`config.mk`:
```
export PLATFORM = sky130hd
export DESIGN_NAME = mil1553_tx_arbiter
export DESIGN_NICKNAME = d
export VERILOG_FILES = /design/src/rtl/mil1553_tx_arbiter.sv
export SDC_FILE = /design/constraint.sdc
export NUM_CORES = 1
export LEC_CHECK = 0
export CORE_ASPECT_RATIO = 1.2
export CORE_UTILIZATION = 44
export DETAILED_ROUTE_END_ITERATION = 16
export PLACE_DENSITY = 0.86
export SLEW_MARGIN = 20
export SYNTH_ARGS = -nofsm -noshare
export SYNTH_HDL_FRONTEND = slang
export SYNTH_SLANG_ARGS = --single-unit
```
`constraint.sdc`:
```
create_clock -name aclk -period 3.85 [get_ports aclk]
set_input_delay 0.5775 -clock aclk [delete_from_list [all_inputs] [get_ports aclk]]
set_output_delay 0.5775 -clock aclk [all_outputs]
set_load 0.1 [all_outputs]
```
`src/rtl/mil1553_tx_arbiter.sv`:
```
// mil1553_tx_arbiter
// Round-robin arbiter in front of the 1553 encoder. Two AXI-Stream sources
// (s0 = UART bridge, s1 = local responder) share one master port. Arbitration
// is per whole message, so words from the two sources are never interleaved.
// A minimum dead time separates messages on the bus. A watchdog releases an
// owner that stops presenting words in the middle of a message.
// The datapath is purely combinational: the owner's word reaches the encoder
// in the same cycle, and the encoder's tready goes straight back to the owner.

module mil1553_tx_arbiter #(
  parameter int clock_speed    = 50000000,
  parameter int gap_us         = 4,
  parameter int timeout_cycles = 2000
) (
  input  logic        aclk,
  input  logic        arst,

  input  logic [15:0] s0_axis_tdata,
  input  logic [7:0]  s0_axis_tuser,
  input  logic        s0_axis_tvalid,
  input  logic        s0_axis_tlast,
  output logic        s0_axis_tready,

  input  logic [15:0] s1_axis_tdata,
  input  logic [7:0]  s1_axis_tuser,
  input  logic        s1_axis_tvalid,
  input  logic        s1_axis_tlast,
  output logic        s1_axis_tready,

  output logic [15:0] m_axis_tdata,
  output logic [7:0]  m_axis_tuser,
  output logic        m_axis_tvalid,
  output logic        m_axis_tlast,
  input  logic        m_axis_tready,

  output logic [1:0]  grant,
  output logic        busy,
  output logic        timeout_err
);

  // Dead time between messages, in aclk cycles.
  localparam int GAP_CYCLES = (clock_speed / 1000000) * gap_us;

  // The gap counter only ever holds GAP_CYCLES-1 down to 0, and the watchdog
  // only ever holds 0 up to timeout_cycles-1, so each needs just enough bits
  // for its largest value.
  localparam int GAP_W = (GAP_CYCLES > 1) ? $clog2(GAP_CYCLES) : 1;
  localparam int WD_W  = (timeout_cycles > 1) ? $clog2(timeout_cycles) : 1;

  localparam logic [GAP_W-1:0] GAP_LOAD =
    (GAP_CYCLES > 0) ? GAP_W'(GAP_CYCLES - 1) : '0;
  localparam logic [WD_W-1:0] WD_LIMIT =
    (timeout_cycles > 0) ? WD_W'(timeout_cycles - 1) : '0;

  typedef enum logic [1:0] {
    IDLE  = 2'd0,
    GRANT = 2'd1,
    GAP   = 2'd2
  } state_t;

  state_t           state_q, state_d;
  // owner_q: current/last owner, 0 = s0, 1 = s1.
  logic             owner_q, owner_d;
  // ptr_q: source favoured when both request together, 0 = s0, 1 = s1.
  logic             ptr_q, ptr_d;
  logic [GAP_W-1:0] gap_q, gap_d;
  logic [WD_W-1:0]  wd_q, wd_d;
  logic             terr_q, terr_d;

  logic             own_valid;
  logic             own_last;
  logic             own_hs;

  // Select the owner's handshake signals that steer the FSM.
  always_comb begin
    own_valid = owner_q ? s1_axis_tvalid : s0_axis_tvalid;
    own_last  = owner_q ? s1_axis_tlast  : s0_axis_tlast;
    own_hs    = (state_q == GRANT) && own_valid && m_axis_tready;
  end

  // State register plus all counters; everything clears on async reset so the
  // decoded outputs return to their idle values immediately.
  always_ff @(posedge aclk or posedge arst) begin
    if (arst) begin
      state_q <= IDLE;
      owner_q <= 1'b0;
      ptr_q   <= 1'b0;
      gap_q   <= '0;
      wd_q    <= '0;
      terr_q  <= 1'b0;
    end else begin
      state_q <= state_d;
      owner_q <= owner_d;
      ptr_q   <= ptr_d;
      gap_q   <= gap_d;
      wd_q    <= wd_d;
      terr_q  <= terr_d;
    end
  end

  // Next-state logic: arbitration in IDLE, end-of-message and watchdog in
  // GRANT, dead-time countdown in GAP.
  always_comb begin
    state_d = state_q;
    owner_d = owner_q;
    ptr_d   = ptr_q;
    gap_d   = gap_q;
    wd_d    = wd_q;
    terr_d  = 1'b0;

    case (state_q)
      IDLE: begin
        if (s0_axis_tvalid || s1_axis_tvalid) begin
          state_d = GRANT;
          owner_d = (s0_axis_tvalid && s1_axis_tvalid) ? ptr_q : s1_axis_tvalid;
          wd_d    = '0;
        end
      end

      GRANT: begin
        if (own_hs) begin
          wd_d = '0;
          if (own_last) begin
            ptr_d = ~owner_q;
            if (GAP_CYCLES == 0) begin
              state_d = IDLE;
            end else begin
              state_d = GAP;
              gap_d   = GAP_LOAD;
            end
          end
        end else if (!own_valid) begin
          if (wd_q == WD_LIMIT) begin
            terr_d = 1'b1;
            wd_d   = '0;
            ptr_d  = ~owner_q;
            if (GAP_CYCLES == 0) begin
              state_d = IDLE;
            end else begin
              state_d = GAP;
              gap_d   = GAP_LOAD;
            end
          end else begin
            wd_d = wd_q + 1'b1;
          end
        end
      end

      GAP: begin
        if (gap_q == '0) begin
          state_d = IDLE;
        end else begin
          gap_d = gap_q - 1'b1;
        end
      end

      default: begin
        state_d = IDLE;
      end
    endcase
  end

  // Output decode: route the owner to the encoder in GRANT, keep everything
  // quiet otherwise.
  always_comb begin
    grant          = 2'b00;
    busy           = (state_q != IDLE);
    timeout_err    = terr_q;
    m_axis_tdata   = '0;
    m_axis_tuser   = '0;
    m_axis_tvalid  = 1'b0;
    m_axis_tlast   = 1'b0;
    s0_axis_tready = 1'b0;
    s1_axis_tready = 1'b0;

    if (state_q == GRANT) begin
      if (owner_q) begin
        grant          = 2'b10;
        m_axis_tdata   = s1_axis_tdata;
        m_axis_tuser   = s1_axis_tuser;
        m_axis_tvalid  = s1_axis_tvalid;
        m_axis_tlast   = s1_axis_tlast;
        s1_axis_tready = m_axis_tready;
      end else begin
        grant          = 2'b01;
        m_axis_tdata   = s0_axis_tdata;
        m_axis_tuser   = s0_axis_tuser;
        m_axis_tvalid  = s0_axis_tvalid;
        m_axis_tlast   = s0_axis_tlast;
        s0_axis_tready = m_axis_tready;
      end
    end
  end

endmodule

```
==> impl_metrics.csv <==
group,metric,value,unit
clock_network,htreeDepth,1,
place,dp_hpwl,3.88,mm
run,drv_cap,0,
clock_network,tritoncts,"built",
logic_synthesis,synth_top_family_by_area,"simple AND/OR/NAND/NOR gates",
clock_network,cts.sinks,24,
clock_network,cts_buffer_depth,2,
pwr,power_density,894,mW/mm^2
clock_network,cts-root-buf,"clkbuf_8",
sta,fin_setup_tns,0,ps
logic_synthesis,synth_flop_cell,"dfrtp_1",
finish,nNetsFinal,355,
setup_path,critPathMaxFanout,9,
place,portBuffers,86,
setup_path,worstPathRequired,3270,ps
clock_network,clk_latency,260,ps
logic_synthesis,yosysTopAreaCellShare,33.5,%
status,outcome,"complete, no violations",
detailed_routing,wire_per_inst,14.1,um
logic_synthesis,yosys.area.top_type,"dfrtp_1",
logic_synthesis,synthMuxAreaShare,15.4,%
logic_synthesis,ys_seq_area_share,33.5,%
logic_synthesis,synth-compound-area-share,15.9,%
hold_path,min_path_type,"register to register",
logic_synthesis,synth_edf_count,0,
detailed_routing,drt-initial-drc-count,105,
setup_path,worstPathArrival,2170,ps
logic_synthesis,syn-instance-count,216,
finish,final_common_cell,"clkdlybuf4s50_1",
grt,grt_antenna_before_repair,0,
floorplanning,rows,25,
logic_synthesis,avgSynthCellArea,8.29,sq um
logic_synthesis,synth_xor_area_share,1.96,%
sta,fin_hold_ws,480,ps
finish,fillCellCount,302,
clock_network,cts_resized,0,
clock_network,cts.reportedPaths.clkPinSlew,80,ps
grt,grt_max_degree,35,
logic_synthesis,netlist_area,0.00179,sq mm
sta,fmax,364,MHz
finish,drive_above_1_share,13.9,%
detailed_routing,drt-pass1-iter-count,4,
sta,maxSlewHeadroom,35.5,%
sta,rsz0062_at_grt,"no",
floorplanning,coreArea,0.00391,sq mm
logic_synthesis,syn_nets,274,
floorplanning,fp.dieW,60.3,um
sta,period_minus_slack,2750,ps
setup_path,critPathLaunchType,"register",
setup_path,criticalPathCategory,"register to output pin",
grt,grt.overflow.total,0,
clock_network,hold_buffers,0,
grt,first_global_vias,1780,
logic_synthesis,synth_area_leaders,"dfrtp_1, mux2i_1, nor2_1, nor3_1, o21ai_0",
sta,hold_viol,0,
floorplanning,start_util,45.8,%
detailed_routing,finalWirelength,4.93,mm
finish,area_growth,46.9,%
detailed_routing,ant_nets,0,
pwr,p_leak,1.19,nW
sta,worstMarginPinSlew,965,ps
sta,fin_crit_sh,71.4,%
floorplanning,die_area,0.00433,sq mm
logic_synthesis,synthAdderAreaFrac,2.09,%
logic_synthesis,synth-simple-area-share,25.3,%
logic_synthesis,yosysUniqueCellTypes,44,
detailed_routing,num_vias,1890,
setup_path,end_kind,"output pin",
clock_network,cts_setup_buffers,0,
grt,grt.total_usage,24.2,%
sta,maxSlewViolCount,0,
logic_synthesis,yosysWarningCount,0,
finish,final_cell_mix,"clkdlybuf4s50_1, nor2_1, buf_4",
detailed_routing,via_per_inst,5.42,
clock_network,numCtsBuffers,3,
floorplanning,boundaryPins,87,
pwr,ir_drop,0.000836,V
logic_synthesis,synth_seq_cells,24,
place,gp_congestion,0.848,
sta,finClkSkew,6.73,ps
logic_synthesis,async_flop_share,100,%
finish,antenna_cells,0,
grt,grt_pass1_wl,7.98,mm
detailed_routing,route.detailed.drc,0,
sta,setup_viol,0,
floorplanning,fp.dieH,71.9,um
-- flip-flops by register name, summed over array words and instances (netlist names) --
signal       flops
gap_q            8
owner_q          1
ptr_q            1
state_q          2
timeout_err      1
wd_q            11
-- final cells by class --
class / instances / area [sq um] / area share, %
clock buffers: 3 / 41.3 / 1.57
inverters: 9 / 33.8 / 1.28
multi-input cells: 171 / 1090 / 41.3
flip-flops and latches: 24 / 601 / 22.8
well taps: 54 / 67.6 / 2.57
repair buffers: 88 / 801 / 30.4
-- per-stage QoR --
stage          cells  cell area, sq um  utilization, %  total power [mW]  setup slack [ps]
3_5_place_dp     346              2590            66.2              2.21              1310
5_1_grt          349              2630            67.3              2.46              1000
2_1_floorplan    216              1790               -              1.89               260
6_report         349              2630            67.3              2.35              1100
4_1_cts          349              2630            67.3              2.36              1090
3_3_place_gp     346              2590            66.2              2.20              1350
-- Yosys cell counts (all sizes together), types with 3 or more instances --
library cell / number
nor3: 15
nor2b: 3
ha: 3
clkbuf: 7
nor2: 40
mux2i: 25
a21oi: 8
dfrtp: 24
and3: 4
o31ai: 3
buf: 5
nand2: 13
nand3: 6
nand4: 3
inv: 9
xor2: 4
a31oi: 3
o22ai: 3
o21ai: 13
-- cells by family after synthesis --
logic type / after synthesis
AND/OR/NAND/NOR: 95
AO/OA/AOI/OAI: 42
multiplexers: 27
flip-flops: 24
buffers and inverters: 21
XOR/XNOR: 4
adder cells (fa/ha/maj): 3
-- final timing paths --
check	from	to	slack, ps	cells after the start
max in group asynchronous	arst	wd_q[0]$_DFFE_PP0P_	2470	2
min in group asynchronous	arst	wd_q[9]$_DFFE_PP0P_	810	2
hold / removal	wd_q[9]$_DFFE_PP0P_	wd_q[9]$_DFFE_PP0P_	480	1
hold reg to reg	wd_q[9]$_DFFE_PP0P_	wd_q[9]$_DFFE_PP0P_	480	1
setup reg to reg	state_q[1]$_DFFE_PP0P_	gap_q[4]$_DFFE_PP0P_	1640	5
setup / recovery	state_q[0]$_DFFE_PP0P_	busy	1100	3
-- layer usage --
layer / global-route usage, % / share of wire, %
met4: 6.98 / 1.1
met5: 0 / 0
met1: 31.4 / 41
met2: 40.3 / 49
met3: 4.81 / 9.4
-- where the power goes --
group / switching (mW) / leakage (nW) / internal (mW)
logic: 1.42 / 0.868 / 0.446
registers: 0.0495 / 0.301 / 0.289
clock network: 0.0766 / 0.0216 / 0.0700
total: 1.55 / 1.19 / 0.805
-- critical path, cell delays in order, from the launching register on --
cell,delay (ps)
dfrtp_1,550
nor2_1,160
inv_1,70
clkdlybuf4s50_1,1120
Note: power is estimated with default switching activity, not from simulation.
